`src/rtl/bmp_scan_ctrl.sv`:
```
// Bitmap scan controller: loads a bitmap into the bitmap register, then walks
// it as column slices followed by alternating top/bottom row-pair slices.
// Each slice is requested, awaited with a timeout, and handed to the ALU.
// All outputs come straight from flops. Request pulses appear in the cycle
// after the request state. State-decoded outputs such as busy, phase, done
// and err line up with the registered state.
module bmp_scan_ctrl #(
  parameter int NCOLS     = 24,
  parameter int NROWPAIRS = 32,
  parameter int TIMEOUT   = 16
) (
  input  logic       clk,
  input  logic       rst,
  input  logic       start,
  input  logic       alustart,
  input  logic       colready,
  input  logic       rowtopready,
  input  logic       rowbotready,
  input  logic       finalcolumn,
  input  logic       alu_done,
  output logic       wren,
  output logic       nextcol,
  output logic       nextrowtop,
  output logic       nextrowbot,
  output logic       slice_valid,
  output logic [1:0] phase,
  output logic [5:0] slice_idx,
  output logic       busy,
  output logic       done,
  output logic       err
);

  localparam int TW = (TIMEOUT < 2) ? 1 : $clog2(TIMEOUT);
  localparam logic [TW-1:0] TMO_LAST = TW'(TIMEOUT - 1);
  localparam logic [5:0]    NCOLS_L  = 6'(NCOLS);
  localparam logic [5:0]    NPAIR_L  = 6'(NROWPAIRS);

  localparam logic [3:0] S_IDLE      = 4'd0;
  localparam logic [3:0] S_LOAD      = 4'd1;
  localparam logic [3:0] S_LOAD_WAIT = 4'd2;
  localparam logic [3:0] S_COL_REQ   = 4'd3;
  localparam logic [3:0] S_COL_WAIT  = 4'd4;
  localparam logic [3:0] S_COL_ALU   = 4'd5;
  localparam logic [3:0] S_TOP_REQ   = 4'd6;
  localparam logic [3:0] S_TOP_WAIT  = 4'd7;
  localparam logic [3:0] S_TOP_ALU   = 4'd8;
  localparam logic [3:0] S_BOT_REQ   = 4'd9;
  localparam logic [3:0] S_BOT_WAIT  = 4'd10;
  localparam logic [3:0] S_BOT_ALU   = 4'd11;
  localparam logic [3:0] S_DONE      = 4'd12;
  localparam logic [3:0] S_ERR       = 4'd13;

  logic [3:0]    state_r, state_nxt_s;
  logic [5:0]    idx_r, idx_nxt_s;
  logic [TW-1:0] tmo_r, tmo_nxt_s;
  logic          wren_r, nextcol_r, nextrowtop_r, nextrowbot_r, slice_valid_r;
  logic          busy_r, done_r, err_r;
  logic [1:0]    phase_r, phase_nxt_s;
  logic          busy_nxt_s;

  // Next-state, slice index and timeout; the timeout count returns to zero whenever a wait state is left.
  always_comb begin
    state_nxt_s = state_r;
    idx_nxt_s   = idx_r;
    tmo_nxt_s   = TW'(0);
    case (state_r)
      S_IDLE: begin
        if (start) state_nxt_s = S_LOAD;
        else       state_nxt_s = S_IDLE;
      end
      S_LOAD: begin
        state_nxt_s = S_LOAD_WAIT;
        idx_nxt_s   = 6'd0;
      end
      S_LOAD_WAIT: begin
        if (alustart) begin
          state_nxt_s = S_COL_REQ;
          idx_nxt_s   = 6'd0;
        end else if (tmo_r == TMO_LAST) begin
          state_nxt_s = S_ERR;
        end else begin
          tmo_nxt_s = tmo_r + TW'(1);
        end
      end
      S_COL_REQ: begin
        if (finalcolumn || (idx_r >= NCOLS_L)) begin
          state_nxt_s = S_TOP_REQ;
          idx_nxt_s   = 6'd0;
        end else begin
          state_nxt_s = S_COL_WAIT;
        end
      end
      S_COL_WAIT: begin
        if (colready)                 state_nxt_s = S_COL_ALU;
        else if (tmo_r == TMO_LAST)   state_nxt_s = S_ERR;
        else                          tmo_nxt_s   = tmo_r + TW'(1);
      end
      S_COL_ALU: begin
        if (alu_done) begin
          state_nxt_s = S_COL_REQ;
          idx_nxt_s   = idx_r + 6'd1;
        end else begin
          state_nxt_s = S_COL_ALU;
        end
      end
      S_TOP_REQ: state_nxt_s = S_TOP_WAIT;
      S_TOP_WAIT: begin
        if (rowtopready)              state_nxt_s = S_TOP_ALU;
        else if (tmo_r == TMO_LAST)   state_nxt_s = S_ERR;
        else                          tmo_nxt_s   = tmo_r + TW'(1);
      end
      S_TOP_ALU: begin
        if (alu_done) state_nxt_s = S_BOT_REQ;
        else          state_nxt_s = S_TOP_ALU;
      end
      S_BOT_REQ: state_nxt_s = S_BOT_WAIT;
      S_BOT_WAIT: begin
        if (rowbotready)              state_nxt_s = S_BOT_ALU;
        else if (tmo_r == TMO_LAST)   state_nxt_s = S_ERR;
        else                          tmo_nxt_s   = tmo_r + TW'(1);
      end
      S_BOT_ALU: begin
        if (alu_done) begin
          if ((idx_r + 6'd1) == NPAIR_L) begin
            state_nxt_s = S_DONE;
            idx_nxt_s   = 6'd0;
          end else begin
            state_nxt_s = S_TOP_REQ;
            idx_nxt_s   = idx_r + 6'd1;
          end
        end else begin
          state_nxt_s = S_BOT_ALU;
        end
      end
      S_DONE: state_nxt_s = S_IDLE;
      S_ERR: begin
        if (start) state_nxt_s = S_LOAD;
        else       state_nxt_s = S_ERR;
      end
      default: begin
        state_nxt_s = S_IDLE;
        idx_nxt_s   = 6'd0;
      end
    endcase
  end

  // Decode phase and busy from the upcoming state so the flopped copies align with the state register.
  always_comb begin
    phase_nxt_s = 2'd0;
    busy_nxt_s  = 1'b1;
    case (state_nxt_s)
      S_COL_REQ, S_COL_WAIT, S_COL_ALU: phase_nxt_s = 2'd1;
      S_TOP_REQ, S_TOP_WAIT, S_TOP_ALU: phase_nxt_s = 2'd2;
      S_BOT_REQ, S_BOT_WAIT, S_BOT_ALU: phase_nxt_s = 2'd3;
      default:                          phase_nxt_s = 2'd0;
    endcase
    case (state_nxt_s)
      S_IDLE, S_DONE, S_ERR: busy_nxt_s = 1'b0;
      default:               busy_nxt_s = 1'b1;
    endcase
  end

  // State, counters and all output flops; reset returns everything to idle with outputs low.
  always_ff @(posedge clk) begin
    if (rst) begin
      state_r       <= S_IDLE;
      idx_r         <= 6'd0;
      tmo_r         <= TW'(0);
      wren_r        <= 1'b0;
      nextcol_r     <= 1'b0;
      nextrowtop_r  <= 1'b0;
      nextrowbot_r  <= 1'b0;
      slice_valid_r <= 1'b0;
      phase_r       <= 2'd0;
      busy_r        <= 1'b0;
      done_r        <= 1'b0;
      err_r         <= 1'b0;
    end else begin
      state_r       <= state_nxt_s;
      idx_r         <= idx_nxt_s;
      tmo_r         <= tmo_nxt_s;
      wren_r        <= (state_r == S_LOAD);
      nextcol_r     <= (state_r == S_COL_REQ) && (state_nxt_s == S_COL_WAIT);
      nextrowtop_r  <= (state_r == S_TOP_REQ);
      nextrowbot_r  <= (state_r == S_BOT_REQ);
      slice_valid_r <= ((state_r == S_COL_WAIT) && colready)    ||
                       ((state_r == S_TOP_WAIT) && rowtopready) ||
                       ((state_r == S_BOT_WAIT) && rowbotready);
      phase_r       <= phase_nxt_s;
      busy_r        <= busy_nxt_s;
      done_r        <= (state_nxt_s == S_DONE);
      err_r         <= (state_nxt_s == S_ERR);
    end
  end

  assign wren        = wren_r;
  assign nextcol     = nextcol_r;
  assign nextrowtop  = nextrowtop_r;
  assign nextrowbot  = nextrowbot_r;
  assign slice_valid = slice_valid_r;
  assign phase       = phase_r;
  assign slice_idx   = idx_r;
  assign busy        = busy_r;
  assign done        = done_r;
  assign err         = err_r;

endmodule

```
`config.mk`:
```
export PLATFORM = sky130hd
export DESIGN_NAME = bmp_scan_ctrl
export DESIGN_NICKNAME = d
export VERILOG_FILES = /design/src/rtl/bmp_scan_ctrl.sv
export SDC_FILE = /design/constraint.sdc
export NUM_CORES = 1
export LEC_CHECK = 0
export CORE_MARGIN = 2
export CORE_UTILIZATION = 47
export DETAILED_ROUTE_END_ITERATION = 7
export MAX_ROUTING_LAYER = met4
export PLACE_DENSITY = 0.72
export REMOVE_ABC_BUFFERS = 1
export SLEW_MARGIN = 40
export SYNTH_ARGS = -nofsm -noshare
export SYNTH_HDL_FRONTEND = slang
export SYNTH_SLANG_ARGS = --single-unit
```
`constraint.sdc`:
```
create_clock -name clk -period 2.18 [get_ports clk]
set_clock_uncertainty 0.2 [all_clocks]
set_input_delay 0.436 -clock clk [delete_from_list [all_inputs] [get_ports clk]]
set_output_delay 0.436 -clock clk [all_outputs]
set_load 0.02 [all_outputs]
```
==> flow_summary.toml <==
[pwr]
switching_share_pct = 25.6
p_seq_share_pct = 45.1
clock_power_share_pct = 33.0
power_frac_comb_pct = 21.9
p_int_uw = 743
peakVddDrop_mv = 0.304
power.density_nw_per_um2 = 394
p_leak_nw = 1.07
switchingPower_uw = 256
power.total_uw = 1000

[synth]
ys_warn_count = 0
avgSynthCellArea_um2 = 7.75
ys_types = 51
synth-edff-count = 0
synth_common_cells = "24 x dfxtp_1, 20 x a21oi_1, 15 x nor2_1"
ys_ff_latch = 24
synth_top_area_cell = "dfxtp_1"
async_flop_share_pct = 0
synth_area_um2 = 1510
synth.top_cells.by_area = "dfxtp_1 32%, a21oi_1 6.6%, o21ai_0 4.0%, nor2_1 3.7%, nand2_1 3.2%"
yosysMostFrequentCell = "dfxtp_1"
synthFlopType = "dfxtp_1"
synth_top_area_share_pct = 31.8
seq_area_frac_synth_pct = 31.8
netlist_instances = 195

[floorplan]
dieArea_um2 = 3690
io_pins = 25
initial_core_util_pct = 49.5
num_rows = 20
dieHeight_um = 60.7
die-width_um = 60.7
core_um2 = 3050

[finish]
area_delta_synth_final_pct = 67.9
diodes = 0
final_cells = 330
fin_nets = 299
drive_gt1_share_pct = 42.0

[routing]
routedWlPerCell_um = 17.9
drc = 0
vias_per_cell = 5.85
drt_iter0_markers = 122
vias = 1932
ant_nets = 0
firstDrtPassIters = 4
drt_wl_total_um = 5910

[place]
place_congestion = 1.01
dp_hpwl_um = 3570
port_buffers = 24
dp_cells = 312
pre_cts_ws_ns = -0.626

[clock_network]
cts_made_buffers = 3
cts_buffer_depth = 2
cts_tree = "built"
cts_hold_buffers = 0
clk_pin_slew_ns = 0.14
root_buffer = "clkbuf_4"
clkSinkCount = 24
clk_latency_ns = 0.33
h-tree-depth = 1

[global_route]
grt_max_degree = 15
grt_overflow = 0
grt_pass1_vias = 1854
track_usage_pct = 29.7
grt_pass1_wl_um = 8000
antenna_found_initial = 0

[worst_hold_path]
min_from = "colready"
holdCritPathClass = "in -> reg"

[timing]
finalCritPeriodShare_pct = 110
hold_viol = 0
setup_viol = 7
tightest_slew_ns = 0.426
grt_setup_unrepaired = "yes"
drv_slew = 0
slew_headroom_pct = 71.4
worst_slack_ns = -0.221
fmax_ghz = 0.416
min_period_ns = 2.40

[setup_path]
crit_path_start = "state_r[3]"
endpoint_kind = "register"
worstSetupPathType = "reg -> reg"
required_ns = 2.25
worstSetupStartpointType = "register"
worstPathMaxFanout = 11
r2r_start = "state_r[3]"
arrival_ns = 2.47

[run_status]
violations = "negative setup slack"
status = "finished with violations"

[flow_run]
cap_violations = 0
==> layout make-up <==
cell class	count	area, um^2
inverter	8	32.5
clock inverter	1	30.0
timing repair buffer	99	841
sequential	24	500
clock buffer	3	22.5
tap	44	55.1
fill	186	515
multi-input combinational	151	1060
==> kinds of logic (layout without fill, tap and decap cells) <==
family          Yosys count  count (layout)  synth area share (%)
simple gates             84              84                  32.0
fa+ha+maj                 3               3                  2.48
xor+xnor                  1               1                 0.580
compound gates           61              61                  25.3
flops                    24              24                  31.8
buf+inv                  20             111                  5.55
mux                       2               2                  2.23
==> flip-flops by register name, summed over array words and instances (netlist names) <==
signal       count
nextrowtop       1
slice_valid      1
slice_idx        6
phase            2
tmo_r            4
nextrowbot       1
done             1
wren             1
err              1
busy             1
nextcol          1
state_r          4
==> per-layer routing <==
layer / vias to the layer above / GRT usage (%) / part of all wire, %
li1: 899 / - / -
met1: 924 / 33.1 / 40
met2: 86 / 52.1 / 51
met3: 23 / 4.48 / 5.7
met4: 0 / 13.0 / 3.6
met5: - / - / 0
==> cell usage in the layout, fill, tap and decap left out, drive strengths merged, types with 4 or more instances in the layout <==
cell type / netlist / routed
buf: 6 / 75
dfxtp: 24 / 24
a21oi: 20 / 20
clkdlybuf4s50: 0 / 19
nor2: 16 / 16
nand2: 13 / 13
o21ai: 13 / 13
inv: 8 / 8
nor3: 8 / 8
nand2b: 6 / 6
nand3b: 5 / 5
or3: 5 / 5
or3b: 5 / 5
o22ai: 4 / 4
a31oi: 4 / 4
nor2b: 4 / 4
==> power by group through the flow <==
stage,Combinational (mW),Sequential [mW],Clock (mW)
floorplan,0.0612,0.476,0
global placement,0.174,0.462,0
detailed placement,0.176,0.462,0
CTS,0.183,0.451,0.333
global route,0.231,0.452,0.346
finish,0.219,0.451,0.330
==> worst max-delay path: stages, from the launching register on <==
cell	delay, ns
dfxtp_4	0.39
buf_12	0.14
buf_4	0.13
nor2b_1	0.21
a22oi_1	0.13
or2_2	0.31
a311oi_1	0.44
o21ai_0	0.23
a31oi_1	0.17
==> stage by stage <==
stage               setup TNS (ns)  hold WS [ns]  area [um^2]  util (%)
finish                      -0.640         0.275         2540      83.1
detailed placement           -6.13         0.334         2220      72.8
floorplan                   -0.868         0.250         1460         -
global route                 -1.27         0.303         2540      83.1
global placement             -5.65         0.310         2220      72.8
CTS                         -0.145         0.355         2360      77.3
==> path summary, 6_finish.rpt <==
check,endpoint,slack [ns],cells after the start
max,phase[0],-0.22,8
min,slice_valid,0.27,3
max reg2reg,phase[0],-0.22,8
min reg2reg,tmo_r[0],0.33,2
==> timing repair <==
action                     in CTS  in global routing
gates resized for setup        19                 40
setup endpoints to repair      13                 10
pin swaps                      13                 18
buffers inserted                5                  9
No activity file was read; power rests on OpenSTA's default activity.
